`config.mk`:
```
export PLATFORM = sky130hd
export DESIGN_NAME = mant_scheduler
export DESIGN_NICKNAME = d
export VERILOG_FILES = /design/src/rtl/mant_pkg.sv /design/src/rtl/mant_timer.sv /design/src/rtl/mant_scheduler.sv
export SDC_FILE = /design/constraint.sdc
export NUM_CORES = 1
export LEC_CHECK = 0
export BUFFER_PORTS_ARGS = -buffer_cell sky130_fd_sc_hd__clkbuf_2
export CORE_MARGIN = 2
export CORE_UTILIZATION = 45
export DETAILED_ROUTE_END_ITERATION = 16
export PLACE_DENSITY_LB_ADDON = 0.2
export SYNTH_ARGS = -nofsm -noshare
export SYNTH_HDL_FRONTEND = slang
export SYNTH_HIERARCHICAL = 1
export SYNTH_SLANG_ARGS = --single-unit
```
`constraint.sdc`:
```
create_clock -name clk -period 3.61 [get_ports clk]
set_clock_uncertainty 0.2 [all_clocks]
set_input_delay 0.361 -clock clk [delete_from_list [all_inputs] [get_ports clk]]
set_output_delay 0.361 -clock clk [all_outputs]
set_load 0.1 [all_outputs]
```
`src/rtl/mant_pkg.sv`:
```
// Shared definitions for the maintenance scheduler: FSM state encoding,
// default handshake parameters and the effective-period helper.
package mant_pkg;

  typedef enum logic [2:0] {
    IDLE        = 3'd0,
    WAIT_PERIOD = 3'd1,
    REQUEST     = 3'd2,
    WAIT_ACK    = 3'd3,
    ALARM       = 3'd4
  } mant_state_e;

  localparam int DEF_ACK_TIMEOUT = 4;
  localparam int DEF_MAX_RETRY   = 3;

  // A programmed period of zero behaves like a period of one cycle.
  function automatic logic [7:0] eff_period(input logic [7:0] p);
    return (p == 8'd0) ? 8'd1 : p;
  endfunction

endpackage

```
`src/rtl/mant_timer.sv`:
```
// Loadable down-counter. Load wins over decrement; the count holds at zero.
// The expiry flag marks the last cycle of a countdown (count equal to 1).
module mant_timer #(
  parameter int W = 8
) (
  input  logic         clk,
  input  logic         rst,
  input  logic         load,
  input  logic [W-1:0] value,
  input  logic         dec,
  output logic         expired
);

  logic [W-1:0] count_reg;

  // Count register: load a new value or step down towards zero.
  always_ff @(posedge clk or posedge rst) begin
    if (rst) begin
      count_reg <= '0;
    end else if (load) begin
      count_reg <= value;
    end else if (dec && (count_reg != '0)) begin
      count_reg <= count_reg - 1'b1;
    end
  end

  assign expired = (count_reg == W'(1));

endmodule

```
`src/rtl/mant_scheduler.sv`:
```
// Periodic maintenance scheduler: issues a one-cycle request pulse every
// period, waits for an acknowledge with bounded retries, and latches an
// alarm on handshake failure or machine error until cleared.
module mant_scheduler
  import mant_pkg::*;
#(
  parameter int ACK_TIMEOUT = DEF_ACK_TIMEOUT,
  parameter int MAX_RETRY   = DEF_MAX_RETRY
) (
  input  logic       clk,
  input  logic       rst,
  input  logic       en,
  input  logic       clr,
  input  logic [7:0] period,
  input  logic       enable_mant,
  input  logic       mux_error,
  output logic       m,
  output logic [7:0] mant_count,
  output logic       alarm,
  output logic [2:0] state_o
);

  localparam logic [3:0] ACK_LOAD    = 4'(ACK_TIMEOUT);
  localparam logic [2:0] RETRY_LIMIT = 3'(MAX_RETRY);

  mant_state_e state_reg, state_next;
  logic [2:0]  retry_reg, retry_next;
  logic [7:0]  count_reg, count_next;

  logic       per_load, per_dec, per_expired;
  logic [7:0] per_value;
  logic       ack_load, ack_dec, ack_expired;

  mant_timer #(.W(8)) u_period_timer (
    .clk     (clk),
    .rst     (rst),
    .load    (per_load),
    .value   (per_value),
    .dec     (per_dec),
    .expired (per_expired)
  );

  mant_timer #(.W(4)) u_ack_timer (
    .clk     (clk),
    .rst     (rst),
    .load    (ack_load),
    .value   (ACK_LOAD),
    .dec     (ack_dec),
    .expired (ack_expired)
  );

  // State, retry and maintenance-count registers.
  always_ff @(posedge clk or posedge rst) begin
    if (rst) begin
      state_reg <= IDLE;
      retry_reg <= '0;
      count_reg <= '0;
    end else begin
      state_reg <= state_next;
      retry_reg <= retry_next;
      count_reg <= count_next;
    end
  end

  // Next-state and timer control; machine error outranks everything but IDLE.
  always_comb begin
    state_next = state_reg;
    retry_next = retry_reg;
    count_next = count_reg;
    per_load   = 1'b0;
    per_value  = eff_period(period);
    per_dec    = 1'b0;
    ack_load   = 1'b0;
    ack_dec    = 1'b0;

    unique case (state_reg)
      IDLE: begin
        if (en) begin
          per_load   = 1'b1;
          state_next = WAIT_PERIOD;
        end
      end

      WAIT_PERIOD: begin
        if (mux_error) begin
          state_next = ALARM;
        end else if (!en) begin
          // Drop the pending period so nothing stale survives in IDLE.
          per_load   = 1'b1;
          per_value  = '0;
          state_next = IDLE;
        end else if (per_expired) begin
          state_next = REQUEST;
        end else begin
          per_dec = 1'b1;
        end
      end

      REQUEST: begin
        if (mux_error) begin
          state_next = ALARM;
        end else begin
          ack_load   = 1'b1;
          state_next = WAIT_ACK;
        end
      end

      WAIT_ACK: begin
        if (mux_error) begin
          state_next = ALARM;
        end else if (enable_mant) begin
          count_next = (count_reg != 8'hFF) ? count_reg + 8'd1 : count_reg;
          retry_next = '0;
          per_load   = 1'b1;
          state_next = WAIT_PERIOD;
        end else if (ack_expired) begin
          if (retry_reg < RETRY_LIMIT) begin
            retry_next = retry_reg + 3'd1;
            state_next = REQUEST;
          end else begin
            state_next = ALARM;
          end
        end else begin
          ack_dec = 1'b1;
        end
      end

      ALARM: begin
        if (clr) begin
          retry_next = '0;
          state_next = IDLE;
        end
      end

      default: begin
        state_next = IDLE;
      end
    endcase
  end

  assign m          = (state_reg == REQUEST);
  assign alarm      = (state_reg == ALARM);
  assign state_o    = state_reg;
  assign mant_count = count_reg;

endmodule

```
======== Word level (Yosys, flattened, before mapping) ========
Index checks and enable logic that the tools add are counted.
word-level totals
  bits of input ports ..................... 14
  word-level logic and storage cells ...... 77
  flip-flop bits (word level) ............. 26
  output and inout port bits .............. 13
cells by class
  reduce and logical (&&, ||, !) cells .... 12
  bitwise logic cells ..................... 1
  multiplexer cells ....................... 40
  equal/unequal tests ..................... 14
  add/sub/neg operators ................... 4
  $lt $le $gt $ge ......................... 1
operator list
  cell                   number
  $mux W8                6
  $mux W3                14
  $mux W1                15
  $pmux W3 S5            1
  $add A8 B1 Y8 const B  1
  $eq A8 B1 Y1 const B   1
  $logic_not A8 Y1       1
  $mux W4                2
  $ne A4 B4 Y1 const B   2
  $ne A8 B8 Y1 const B   1
  $reduce_and A4 Y1      2
  $reduce_bool A8 Y1     1
  $sub A8 B1 Y8 const B  1
  $eq A3 B2 Y1 const B   2
  $ne A2 B2 Y1 const B   3
  $ne A3 B3 Y1 const B   2
  $pmux W3 S2            1
  $reduce_bool A2 Y1     3
  $reduce_and A5 Y1      1
  $eq A4 B1 Y1 const B   1
  $reduce_bool A4 Y1     1
  $sub A4 B1 Y4 const B  1
  $add A3 B1 Y3 const B  1
  $eq A3 B1 Y1 const B   1
  other kinds (6)        7

======== Longest topological paths before layout ========
  depth in word-level cells ............... 8
  gate-level depth with buffers ........... 9
  gate-level depth less buffers ........... 7

======== By module ========
The synthesis kept the hierarchy.
modules (own cells, without submodules)
  module                       cells an instance  area an instance (µm²)  instances
  mant_scheduler               103                963.4                   1
  mant_timer (u_period_timer)  64                 556.8                   1
  mant_timer (u_ack_timer)     30                 286.5                   1

======== Least setup slack after synthesis ========
Ideal clock, no wire load.
  path type ............................... register to output
  start point ............................. register state_reg[1], in the netlist state_o[1]
  end point ............................... output port m
  path buffers ............................ 1
  cell stages (with the launch flop) ...... 3
  slack ................................... -0.357 ns
  arrival ................................. 3.406 ns
  cells stage by stage .................... dfrtp_1 > buf_4 > nor3b_1
on the way
  word-level cells in the longest chain between the ends .. 1
ends and longest elaborated chain
  what                      line                   RTL
  start: declaration        mant_scheduler.sv:26   mant_state_e state_reg, state_next;
  start signal: assignment  mant_scheduler.sv:59   state_reg <= state_next;
  $eq A3 B2 Y1              mant_scheduler.sv:141  assign m = (state_reg == REQUEST);
  end: declaration          mant_scheduler.sv:17   output logic m,
Every way passes these cells.

======== Worst setup path in the final report ========
  start point ............................. register u_period_timer.count_reg[2]
  end point ............................... register u_period_timer.count_reg[7]
on the way
  word-level cells in the longest chain between the ends .. 7
  elaborated cells between the ends (all ways) .. 11
  those cells by class .................... add/sub (1); eq/ne (1); mux (6); reduce/logical (3)
ends and longest elaborated chain
  what                          line                  RTL
  start: declaration            mant_timer.sv:14      logic [W-1:0] count_reg;
  start signal: assignment      mant_timer.sv:21      count_reg <= value;
  start signal: assignment      mant_timer.sv:23      count_reg <= count_reg - 1'b1;
  $eq A8 B1 Y1                  mant_timer.sv:27      assign expired = (count_reg == W'(1));
  named net per_expired         mant_scheduler.sv:30  logic per_load, per_dec, per_expired;
  $mux W1                       mant_scheduler.sv:92  end else if (per_expired) begin
  $mux W1                       mant_scheduler.sv:87  end else if (!en) begin
  $mux W1                       mant_scheduler.sv:85  if (mux_error) begin
  $mux W1                       mant_scheduler.sv:76  unique case (state_reg)
  named net per_dec             mant_scheduler.sv:30
  $logic_and A1 B1 Y1           mant_timer.sv:22      end else if (dec && (count_reg != '0)) begin
  $reduce_bool A2 Y1 (no line)  n/a
The timed path passes the listed nets, and every way through them passes these cells. The select of a mux whose other input is x is not followed.
A chain may end at the register's enable or synchronous reset.

==> run summary <==
The share of synthesized flip-flops with an asynchronous set or reset works out to 1.00. The number of gates resized after CTS was 0; the average routed wire per standard cell was 13.7 um. The tools report the type of element capturing the critical path as a register. After synthesis the cells add up to 1810 um2. Share of final-layout standard cells stronger than drive strength 1: 0.210. Number of buffers inserted by port buffering: 26. Entering global routing, the biggest net connects 16 pins. The post-route antenna net violation count is 0. The clock slew at the register clock pins of the worst setup and hold paths was 0.09 ns; the post-route worst setup slack was 0.735 ns. At the worst endpoint, the required time is 3.61 ns. Routability-driven placement finished with a final weighted congestion of 0.812.

The relative area change from synthesis to final layout was 13.5%; the period utilization was 0.796. The tool flagged a number of max-cap violations equal to 0. The first detailed-routing pass took 4 iterations. 27 I/O pins were placed. With fillers left out, the area of the finished cells amounts to 2050 um2. In this run the vertical extent of the chip is 67.4 um.

The initial core utilization is 0.458, and the final antenna diode count is 0. The upper clock frequency limit was 0.348 GHz. The sequential share of the synthesized area is 0.360.

For this design the static power due to leakage is 0.909 nW. The worst setup path is launched from a register. For the final routed database, the setup TNS stands at 0 ns. Setup repair after global routing left no endpoint under its margin. The clock passes through at most 2 buffers. At the later pin of the worst-skew pair, clock insertion delay measures 0.27 ns. The number of pins with negative max-slew slack in the final report is 0, and the TritonCTS sink count is 26. Setup violations remaining at the end of the flow were counted as 0. The register bit total from synthesis is 26, and the maximum fanout along the worst path is 10.

The cell count after placement came out at 269. The tools report the sum of net half-perimeters after detailed placement as 2810 um. The logs give 6 for the total number of yosys warnings and 0.194 ns for the worst-case hold slack. Counting the buffers created by CTS gives 3. The synthesized area divided by synthesized cell count is 9.17 um2.

Yosys attributes the largest share of cell area to sky130_fd_sc_hd__dfrtp_1 36%, sky130_fd_sc_hd__ha_1 4.8%, sky130_fd_sc_hd__and2_1 3.8%, sky130_fd_sc_hd__nand2_1 3.1%, sky130_fd_sc_hd__nor2_1 2.9%. For the pin with the worst max-slew slack, the measured transition is 0.720 ns. The portion of synthesized cell area occupied by the leading cell type was 0.360; the number of antenna violations at the first check in global routing was 0.

IR analysis of the VDD net gives a maximum drop of 206 uV. At the end of the flow, the number of nets in the layout was 246. The relative max-transition margin is 0.515. The path class of the tightest hold or removal check is input pin to register. The flow ran to the end, and the final reports show no timing, DRC or antenna violations. Global routing finished with a remaining overflow of 0.

In this run the standard cell core region covers 3940 um2. The global routing usage summed across all routing layers is 0.176, and the power density over cell area is 559 nW/um2. The via count of the first global-routing pass is 1341.

The critical path class was register to register. The first routing iteration left 142 violations. The DRC violation count after routing is 0. The number of standard cells in the final layout excluding fillers is 274.

Before CTS, the worst setup slack after placement is 0.750 ns. In this run the core area contains 23 standard-cell rows. Cell type contributing the most total cell area after synthesis: sky130_fd_sc_hd__dfrtp_1.

The tools report the area after detailed placement as 1970 um2. TritonCTS built the clock tree. The number of enable flip-flop cells after synthesis was 0; the total wire length after detailed routing was 3760 um. The tools report the H-tree depth reported by CTS as 1. The run gives 2.87 ns as the worst endpoint data arrival time. The predominant post-synthesis flop cell was sky130_fd_sc_hd__dfrtp_1. The floorplan step defined a die boundary enclosing 4540 um2. The post-synthesis cell type count is 59, and the final number of hold-violating endpoints is 0. The total number of vias was 1521; the ratio of routed vias to standard cells was 5.55. The tree is rooted in a sky130_fd_sc_hd__clkbuf_8.

Synthesis produced a netlist whose cell count is 197. The first-pass GRT wire length is 6130 um, and the die span in x is 67.4 um. For the finished layout, the period the worst path requires is 2.88 ns.
-- cells by family after synthesis --
| kind of cell | synth area share |
|---|---|
| buffers and inverters | 0.0630 |
| adder cells (fa/ha/maj) | 0.0485 |
| AO/OA/AOI/OAI | 0.159 |
| flip-flops | 0.360 |
| multiplexers | 0.0242 |
| XOR/XNOR | 0.0194 |
| other | 0.00416 |
| AND/OR/NAND/NOR | 0.322 |
-- through the flow --
stage | util | total power (W)
6_report | 0.520 | 0.00115
5_1_grt | 0.520 | 0.00123
4_1_cts | 0.520 | 0.00115
3_5_place_dp | 0.500 | 0.000905
3_3_place_gp | 0.500 | 0.000907
2_1_floorplan | - | 0.000823
-- path summary, 6_finish.rpt --
check                                             from                           to  slack, ns  cells after the start
setup / recovery           u_period_timer/count_reg[2]  u_period_timer/count_reg[7]       0.73                      6
hold / removal                               mux_error                   state_o[1]       0.19                      2
setup reg to reg           u_period_timer/count_reg[2]  u_period_timer/count_reg[7]       0.73                      6
hold reg to reg                          mant_count[5]                mant_count[5]       0.33                      1
max in group asynchronous                          rst                mant_count[7]       2.31                      3
min in group asynchronous                          rst     u_ack_timer/count_reg[0]       0.36                      3
-- where the power goes --
group,switching (W),internal (W),total [W]
clock,0.0000929,0.000148,0.000241
combinational,0.000303,0.000156,0.000459
sequential,0.0000925,0.000355,0.000447
-- synth_stat cells, types with 3 or more instances --
cell / instances
sky130_fd_sc_hd__nor2b_1: 3
sky130_fd_sc_hd__or4_1: 6
sky130_fd_sc_hd__clkbuf_1: 3
sky130_fd_sc_hd__buf_6: 3
sky130_fd_sc_hd__a31oi_1: 7
sky130_fd_sc_hd__mux2_1: 3
sky130_fd_sc_hd__o21ai_1: 3
sky130_fd_sc_hd__nand2_1: 15
sky130_fd_sc_hd__nor2_1: 14
sky130_fd_sc_hd__dfrtp_1: 26
sky130_fd_sc_hd__a21oi_1: 10
sky130_fd_sc_hd__nor3_1: 5
sky130_fd_sc_hd__nand3_1: 5
sky130_fd_sc_hd__ha_1: 7
sky130_fd_sc_hd__xor2_1: 3
sky130_fd_sc_hd__nor3_2: 3
sky130_fd_sc_hd__and2_1: 11
sky130_fd_sc_hd__nor3b_1: 7
sky130_fd_sc_hd__nand2b_1: 4
sky130_fd_sc_hd__inv_1: 12
-- layout make-up --
class | instances | area (um2)
Clock buffer | 3 | 41.3
Clock inverter | 1 | 30.0
Fill cell | 368 | 1890
Inverter | 13 | 48.8
Multi-Input combinational cell | 151 | 1050
Sequential cell | 26 | 651
Tap cell | 50 | 62.6
Timing Repair Buffer | 30 | 163
-- worst max-delay path, cell delays in order, from the launching register on --
cell and delay, ns:
sky130_fd_sc_hd__dfrtp_1 0.44, sky130_fd_sc_hd__or4_1 0.32, sky130_fd_sc_hd__nor4b_1 0.12, sky130_fd_sc_hd__nor4_1 0.65, sky130_fd_sc_hd__or4b_1 0.50, sky130_fd_sc_hd__or4_1 0.40
sky130_fd_sc_hd__a31oi_1 0.16
-- cell usage in the layout (no fill, tap or decap), types with 2 or more instances in the layout --
cell type / netlist / routed
sky130_fd_sc_hd__or4_1: 6 / 6
sky130_fd_sc_hd__clkbuf_8: 0 / 3
sky130_fd_sc_hd__nor2b_1: 3 / 3
sky130_fd_sc_hd__a21oi_1: 10 / 10
sky130_fd_sc_hd__and2_1: 11 / 11
sky130_fd_sc_hd__o21ai_0: 2 / 2
sky130_fd_sc_hd__nor4_1: 2 / 2
sky130_fd_sc_hd__or3b_2: 2 / 2
sky130_fd_sc_hd__nand2_1: 15 / 15
sky130_fd_sc_hd__o21ai_1: 3 / 3
sky130_fd_sc_hd__nand3_1: 5 / 5
sky130_fd_sc_hd__o41ai_1: 2 / 2
sky130_fd_sc_hd__buf_4: 2 / 3
sky130_fd_sc_hd__nor3_1: 5 / 5
sky130_fd_sc_hd__nor3b_2: 1 / 2
sky130_fd_sc_hd__inv_1: 12 / 12
sky130_fd_sc_hd__nand2b_1: 4 / 4
sky130_fd_sc_hd__o2111ai_1: 2 / 2
sky130_fd_sc_hd__mux2_1: 3 / 3
sky130_fd_sc_hd__conb_1: 2 / 4
sky130_fd_sc_hd__ha_1: 7 / 7
sky130_fd_sc_hd__nor3b_1: 7 / 6
sky130_fd_sc_hd__nand4_1: 2 / 2
sky130_fd_sc_hd__dfrtp_1: 26 / 26
sky130_fd_sc_hd__nor2_1: 14 / 14
sky130_fd_sc_hd__clkbuf_2: 0 / 26
sky130_fd_sc_hd__nor3_2: 3 / 3
sky130_fd_sc_hd__xor2_1: 3 / 3
sky130_fd_sc_hd__a31oi_1: 7 / 7
-- per-layer routing --
layer,wire [um],GRT usage,vias up
li1,-,-,770
met1,1810,0.246,712
met2,1750,0.285,35
met3,166,0.0200,4
met4,36,0.0536,0
met5,0,0,-
-- repair_timing --
| item | in CTS | in global routing |
|---|---|---|
| hold endpoints to repair | 26 | 0 |
| hold buffers | 1 | 0 |
| setup buffers | 0 | 0 |
Note: power is estimated with default switching activity, not from simulation.
